===== config.mk =====
export PLATFORM = sky130hd
export DESIGN_NAME = idmem_loader
export DESIGN_NICKNAME = d
export VERILOG_FILES = /design/src/rtl/idmem_loader.sv
export SDC_FILE = /design/constraint.sdc
export NUM_CORES = 1
export LEC_CHECK = 0
export BUFFER_PORTS_ARGS = -buffer_cell sky130_fd_sc_hd__buf_2
export CELL_PAD_IN_SITES_DETAIL_PLACEMENT = 1
export CELL_PAD_IN_SITES_GLOBAL_PLACEMENT = 1
export CORE_MARGIN = 4
export CORE_UTILIZATION = 42
export CTS_CLUSTER_DIAMETER = 60
export DETAILED_ROUTE_END_ITERATION = 10
export PLACE_DENSITY = 0.87
export SETUP_SLACK_MARGIN = 0.5
export SLEW_MARGIN = 40
export SYNTH_ARGS = -nofsm -noshare
export SYNTH_HDL_FRONTEND = slang
export SYNTH_SLANG_ARGS = --single-unit
export TNS_END_PERCENT = 1

===== constraint.sdc =====
create_clock -name CLK -period 3.5 [get_ports CLK]
set_input_delay 0.7 -clock CLK [delete_from_list [all_inputs] [get_ports CLK]]
set_output_delay 0.7 -clock CLK [all_outputs]
set_load 0.01 [all_outputs]

===== src/rtl/idmem_loader.sv =====
// rtl/idmem_loader.sv - streams a word image into IDMem, reads it back and compares additive checksums
module idmem_loader #(
    parameter int AW = 32,
    parameter int DW = 32,
    parameter int CW = 16
) (
    input  logic          CLK,
    input  logic          RSTn,
    input  logic          start,
    input  logic [AW-1:0] base_addr,
    input  logic [CW-1:0] count,
    input  logic          in_valid,
    input  logic [DW-1:0] in_data,
    output logic          in_ready,
    output logic          mem_we,
    output logic [AW-1:0] mem_addr,
    output logic [DW-1:0] mem_wd,
    input  logic [DW-1:0] mem_dout,
    output logic          busy,
    output logic          done,
    output logic          pass,
    output logic [DW-1:0] checksum
);

    typedef enum logic [1:0] {
        S_IDLE,
        S_LOAD,
        S_VERIFY,
        S_CHECK
    } state_t;

    state_t        state_q, state_d;
    logic [AW-1:0] ptr_q, ptr_d;
    logic [AW-1:0] base_q, base_d;
    logic [CW-1:0] rem_q, rem_d;
    logic [CW-1:0] cnt_q, cnt_d;
    logic [DW-1:0] load_sum_q, load_sum_d;
    logic [DW-1:0] vfy_sum_q, vfy_sum_d;
    logic          pass_q, pass_d;
    logic [DW-1:0] checksum_q, checksum_d;

    always_ff @(posedge CLK or negedge RSTn) begin
        if (!RSTn) begin
            state_q    <= S_IDLE;
            ptr_q      <= '0;
            base_q     <= '0;
            rem_q      <= '0;
            cnt_q      <= '0;
            load_sum_q <= '0;
            vfy_sum_q  <= '0;
            pass_q     <= 1'b0;
            checksum_q <= '0;
        end else begin
            state_q    <= state_d;
            ptr_q      <= ptr_d;
            base_q     <= base_d;
            rem_q      <= rem_d;
            cnt_q      <= cnt_d;
            load_sum_q <= load_sum_d;
            vfy_sum_q  <= vfy_sum_d;
            pass_q     <= pass_d;
            checksum_q <= checksum_d;
        end
    end

    always_comb begin
        state_d    = state_q;
        ptr_d      = ptr_q;
        base_d     = base_q;
        rem_d      = rem_q;
        cnt_d      = cnt_q;
        load_sum_d = load_sum_q;
        vfy_sum_d  = vfy_sum_q;
        pass_d     = pass_q;
        checksum_d = checksum_q;
        in_ready   = 1'b0;
        mem_we     = 1'b0;
        mem_addr   = ptr_q;
        mem_wd     = '0;
        busy       = 1'b0;
        done       = 1'b0;

        case (state_q)
            S_IDLE: begin
                if (start) begin
                    load_sum_d = '0;
                    vfy_sum_d  = '0;
                    if (count != '0) begin
                        ptr_d   = base_addr;
                        base_d  = base_addr;
                        rem_d   = count;
                        cnt_d   = count;
                        state_d = S_LOAD;
                    end else begin
                        state_d = S_CHECK;
                    end
                end
            end
            S_LOAD: begin
                in_ready = 1'b1;
                busy     = 1'b1;
                mem_wd   = in_data;
                mem_we   = in_valid;
                if (in_valid) begin
                    load_sum_d = load_sum_q + in_data;
                    // Rewind to the region start so VERIFY walks the same words.
                    if (rem_q == CW'(1)) begin
                        ptr_d   = base_q;
                        rem_d   = cnt_q;
                        state_d = S_VERIFY;
                    end else begin
                        ptr_d = ptr_q + AW'(1);
                        rem_d = rem_q - CW'(1);
                    end
                end
            end
            S_VERIFY: begin
                busy      = 1'b1;
                vfy_sum_d = vfy_sum_q + mem_dout;
                ptr_d     = ptr_q + AW'(1);
                rem_d     = rem_q - CW'(1);
                if (rem_q == CW'(1)) begin
                    state_d = S_CHECK;
                end
            end
            S_CHECK: begin
                done       = 1'b1;
                pass_d     = (load_sum_q == vfy_sum_q);
                checksum_d = load_sum_q;
                state_d    = S_IDLE;
            end
            default: state_d = S_IDLE;
        endcase
    end

    assign pass     = pass_q;
    assign checksum = checksum_q;

endmodule

==> run metrics, run 1 <==
initial antenna violation count=8; critical path type=flop to flop; Fillers=3,551; syn avg cell area=9.37 µm²; Post-Synthesis Cells=1,397; worst hold margin=0.252 ns; number of port buffers=216; Final Critical Period=3.07 ns; first drt pass iteration count=5; clk sinks=195; EDFF count, synth=0; worst slew pin tran=0.811 ns; setup TNS=0 ns; DIE HEIGHT=185 µm; RSZ-0062 raised after global routing=yes; DP Worst Slack=0.0592 ns; Detailed Place HPWL=30,900 µm; worst skew pair latency=0.47 ns; Hold Vio Cnt, Final=0; first-pass GRT wire length=69,000 µm; Worst setup SP type=flop; Layout Skew=0.0177 ns; gr busiest metal=met2; core area=30,700 µm²; FF-to-FF setup slack=0.43 ns; dominant cells by area after synthesis=dfrtp_1 (37%), mux2_2 (6.9%), ha_1 (6.6%); r2r startpoint=vfy_sum_q[0]$_DFFE_PN0P_; DR WL/cell=22.2 µm; area grow syn2layout=17.8%; IO Count=217; max-capacitance violation count=0; detailed-route vias per instance=6.07; dominant cell type by area after synthesis=dfrtp_1; clock buffer count from CTS=17; Leak Pwr=0.00730 µW; die area=34,100 µm²; sw frac=0.480; Clock Power Share=0.131; DP Area=14,600 µm²; Reg-to-Reg End=vfy_sum_q[20]$_DFFE_PN0P_; Seq/Total Area, Yosys=0.373; Int Power=7890 µW; synth warn=0; H-tree depth=4; Worst Path Required=3.87 ns; Synth Register Bits=195; outcome=finished clean; Flop pwr share=0.288; R2R cell count=12; CTS clk-pin slew, worst paths=0.08 ns; antenna-violating nets left=0; share of total power in combinational logic=0.581; met3 usage=0.0373; crit path from=vfy_sum_q[0]$_DFFE_PN0P_; grt met2 use=0.423; CTS Buffer Depth=2; Starting Density=0.427; P_sw=7300 µW; Placer Congestion=0.942; share of cells above drive strength 1=0.270; critical path arrival=3.44 ns; vias in the first global route=12,600; final setup margin=0.431 ns; PD cells=984 nW/µm²; final worst path period share=0.877; Yosys cell types=79; Post-Syn Nets=1,584; list of most frequent post-synthesis cells=dfrtp_1 (195), nand2_1 (169), o21ai_0 (96); FMAX=326 MHz; gr ovfl total=0; CTS root buf=clkbuf_16; width of the die=185 µm; via count=12,200; FP Rows=64; Cell Area, Synth=13,100 µm²; DRT iter0 DRCs=868; DRC viols=0; Synth top area share=0.373; TritonCTS clock tree=built; Post-synth top flop=dfrtp_1; HP Class=input port to asynchronous set/reset pin; gr usage total=0.252; worst-path fanout max=3; final WL=44,800 µm; maximum VDD drop=0.866 mV; fin area=15,400 µm²; most frequent cell after synthesis=dfrtp_1; nets@finish=1,786; Setup Viol. Count Final=0; final count of pins violating max slew=0; grt met1 use=0.331; Slew HR=0.459; pin count of the biggest net entering global routing=74; ys async rst share=1.00; nature of the critical path endpoint=flop
[logic make-up (layout without fill, tap and decap cells)]
family / Yosys count / in the layout / share of synthesized area
and+or+nand+nor: 446 / 446 / 0.166
AOI/OAI and AO/OA: 393 / 394 / 0.217
DFF: 195 / 195 / 0.373
buffers and inverters: 103 / 317 / 0.0336
xor gates and xnor gates: 102 / 102 / 0.0682
muxes: 87 / 87 / 0.0742
adders and majority gates: 71 / 71 / 0.0690
other: 0 / 6 / 0
[how the worst max path moves through the flow]
| stage | end | slack (ns) | cells past startpoint |
|---|---|---|---|
| final | vfy_sum_q[20]$_DFFE_PN0P_ | 0.43 | 12 |
| after CTS | vfy_sum_q[24]$_DFFE_PN0P_ | 0.37 | 12 |
| after detailed placement | vfy_sum_q[24]$_DFFE_PN0P_ | 0.06 | 13 |
| after global placement | vfy_sum_q[26]$_DFFE_PN0P_ | 0.16 | 13 |
| after global routing | vfy_sum_q[30]$_DFFE_PN0P_ | 0.30 | 13 |
| after floorplan | load_sum_q[27]$_DFFE_PN0P_ | 0.52 | 11 |
[flip-flops by register name (all words and copies together), names as in the netlist]
signal / flops
checksum: 32
mem_addr: 32
pass: 1
base_q: 32
rem_q: 16
cnt_q: 16
load_sum_q: 32
vfy_sum_q: 32
state_q: 2
[cells in the final DEF, fill, tap and decap left out, types with 32 or more instances in the layout]
master,count
buf_2,215
dfrtp_1,193
nand2_1,167
o21ai_0,93
nor2_1,90
mux2_2,80
a21oi_1,65
ha_1,64
xor2_1,57
xnor2_1,45
o31ai_1,42
a21o_1,38
and2_1,36
inv_1,32
[final cells by class]
cell class	instances	area (µm²)	area share
flip-flops and latches	195	4880	0.316
inverters	33	124	0.00803
clock inverters	13	128	0.00827
multi-input cells	1100	7890	0.511
repair buffers	252	1470	0.0950
well taps	396	495	0.0321
clock buffers	19	433	0.0281
diodes	6	15.0	0.000973
[through the flow]
| step | total power [µW] | utilization | instances |
|---|---|---|---|
| after floorplan | 10100 | - | 1397 |
| after global placement | 12200 | 0.476 | 1961 |
| after detailed placement | 12700 | 0.476 | 1961 |
| after CTS | 15000 | 0.497 | 1996 |
| after global routing | 16300 | 0.503 | 2013 |
| final | 15200 | 0.503 | 2014 |
[layer usage]
metal	wire length (µm)	part of all wire
met5	45	0.0010
met4	1470	0.033
met3	2640	0.059
met2	21600	0.48
met1	19000	0.42
[power groups by stage]
stage	clock network (µW)	logic, µW	registers (µW)
CTS	2000	8610	4340
global placement	0	7920	4290
detailed placement	0	8350	4360
floorplan	0	6020	4130
finish	1990	8820	4370
global route	2100	9660	4500
[worst max-delay path, stage by stage, from the launching register on]
cell and delay, ns:
dfrtp_1 0.43, ha_4 0.19, inv_1 0.11, fa_2 0.25
nor2b_1 0.07, o21a_1 0.23, o21a_1 0.24, o41ai_1 0.37
nand3_1 0.16, a311oi_1 0.42, o21ai_0 0.20, xnor2_1 0.15
o21ai_0 0.16
[timing repair]
item	in CTS	in global routing
hold buffers	0	0
cloned	0	2
resized for setup	1	19
pin swaps	1	9
hold endpoints to repair	0	0
buffers inserted	3	10
setup endpoints to repair	32	48
No activity file was read; power rests on OpenSTA's default activity.
==> run 2: changes to the inputs <==
Settings changed: BUFFER_PORTS_ARGS -buffer_cell sky130_fd_sc_hd__buf_2 to unset, DONT_BUFFER_PORTS set to 1, PLACE_DENSITY 0.87 to 0.79.
==> run metrics, run 2 (synthesis gave the netlist of run 1 again) <==
crit path from=load_sum_q[0]$_DFFE_PN0P_; die area=34,100 µm² (unchanged); DIE HEIGHT=185 µm (unchanged); TritonCTS clock tree=built; gr usage total=0.239 (-0.0126); HP Class=input port to asynchronous set/reset pin; Worst Path Required=3.84 ns (-0.03 ns); fin area=14,200 µm² (-7.8%); most common cell after layout, fill and taps aside=dfrtp_1; worst-path fanout max=4 (+1); nets@finish=1,565 (-12%); number of port buffers=0 (-100%); Placer Congestion=0.889 (-5.6%); FP Rows=64 (unchanged); gr ovfl total=0 (unchanged); most frequent cells in the layout=dfrtp_1 (192), nand2_1 (168), o21ai_0 (94); P_sw=6910 µW (-5.2%); first-pass GRT wire length=64,800 µm (-6.1%); CTS Buffer Depth=2 (unchanged); sw frac=0.477 (-0.00386); critical path type=flop to flop; CTS clk-pin slew, worst paths=0.07 ns (about the same); DRC viols=0 (unchanged); area used by multi-input combinational logic=7850 µm² (-0.40%); H-tree depth=4 (unchanged); Hold Vio Cnt, Final=21 (+21); Int Power=7590 µW (-3.8%); DRT iter0 DRCs=714 (-18%); via count=11,100 (-9.5%); CTS root buf=clkbuf_16; pin count of the biggest net entering global routing=196 (+160%); register area=4880 µm² (about the same); Final Critical Period=2.96 ns (-0.105 ns); antenna-violating nets left=0 (unchanged); share of total power in combinational logic=0.540 (-0.041); DR WL/cell=23.3 µm (+4.7%); critical path arrival=3.30 ns (-0.14 ns); RSZ-0062 raised after global routing=yes; r2r startpoint=load_sum_q[0]$_DFFE_PN0P_; nature of the critical path endpoint=flop; vias in the first global route=11,600 (-8.1%); DP Area=13,500 µm² (-7.7%); FMAX=337 MHz (+3.5%); PD cells=1020 nW/µm² (+3.6%); max-capacitance violation count=0 (unchanged); final WL=41,700 µm (-7.0%); clk sinks=195 (unchanged); area grow syn2layout=8.64%; Starting Density=0.427 (unchanged); Detailed Place HPWL=29,900 µm (-3.2%); clock buffer count from CTS=17 (unchanged); worst skew pair latency=0.46 ns (about the same); outcome=complete, but fails checks; Worst setup SP type=flop; first drt pass iteration count=5 (unchanged); core area=30,700 µm² (unchanged); worst slew pin tran=0.812 ns (+0.00126 ns); final count of pins violating max slew=0 (unchanged); violated checks=hold timing; Leak Pwr=0.00633 µW (-13%); initial antenna violation count=4 (-4); Flop pwr share=0.315 (+0.027); Clock Power Share=0.145 (+0.014); Layout Skew=0.0152 ns (-0.00252 ns); worst hold margin=-0.0453 ns (-0.297 ns); maximum VDD drop=0.529 mV (-39%); final worst path period share=0.847 (-0.0300); Setup Viol. Count Final=0 (unchanged); setup TNS=0 ns (unchanged); IO Count=217 (unchanged); Slew HR=0.458 (-0.000839); width of the die=185 µm (unchanged); share of cells above drive strength 1=0.151 (-0.119); Fillers=3,477 (-2.1%); detailed-route vias per instance=6.19 (+1.9%)
-- run 2: changes by cell type in the layout (fill, tap and decap cells not counted), sizes merged, moves of 2 or more --
cell	change
bufinv	+2
diode	-4
clkinv	+2
buf	-218
clkbuf	-2
clkinvlp	-4
-- run 2: worst max-delay path, stage by stage, from the launching register on --
cell      delay (ns)
dfrtp_2         0.45
ha_1            0.19
inv_1           0.07
fa_1            0.43
nor2b_1         0.13
o21a_1          0.15
o21ai_1         0.12
a21bo_2         0.23
a21oi_1         0.15
nor2_1          0.13
a41o_1          0.30
o2111a_1        0.26
a221o_1         0.25
-- run 2: metrics by stage --
stage	util	cells	total power [µW]	hold WS, ns	setup WS, ns
2_1_floorplan	-	1397	10100	0.404	0.516
3_3_place_gp	0.439	1745	11800	0.425	0.256
3_5_place_dp	0.439	1745	12200	0.425	0.167
4_1_cts	0.460	1781	14400	-0.0651	0.400
5_1_grt	0.464	1789	15600	-0.0694	0.331
6_report	0.464	1789	14500	-0.0453	0.536
-- run 2: path summary, 6_finish.rpt --
path / endpoint / slack [ns] / cells past startpoint
setup reg to reg: load_sum_q[30]$_DFFE_PN0P_ / 0.54 / 12
hold / removal: vfy_sum_q[14]$_DFFE_PN0P_ / -0.05 / 0
min in group CLK: base_q[22]$_DFFE_PN0P_ / 0.38 / 1
max in group asynchronous: mem_addr[13]$_DFFE_PN0P_ / 3.10 / 0
setup / recovery: load_sum_q[30]$_DFFE_PN0P_ / 0.54 / 12
hold reg to reg: base_q[23]$_DFFE_PN0P_ / 0.51 / 1
-- run 2: cell type report --
class	instances	area share
tap	396	0.0348
antenna	2	0.000352
clock inverter	13	0.0123
inverter	33	0.00871
clock buffer	19	0.0304
multi-input combinational	1099	0.552
timing repair buffer	32	0.0179
sequential	195	0.343
-- run 2: timing repair --
item | in CTS | in global routing
endpoints found under the hold margin | 195 | 145
endpoints found under the setup margin | 16 | 43
resized for setup | 1 | 16
setup buffers | 4 | 5
pin swaps | 0 | 5
-- run 2: power by group through the flow --
stage	Combinational, µW	Sequential, µW	Clock [µW]
after detailed placement	7640	4590	0
after global placement	7290	4530	0
after CTS	7740	4560	2140
final	7830	4570	2100
after global routing	8680	4690	2240
after floorplan	6020	4130	0
-- run 2: layer usage --
layer	wire length (µm)	track usage	part of all wire
met1	18100	0.316	0.44
met2	19900	0.391	0.48
met3	2550	0.0527	0.061
met4	1080	0.0793	0.026
met5	27	0	0.00065
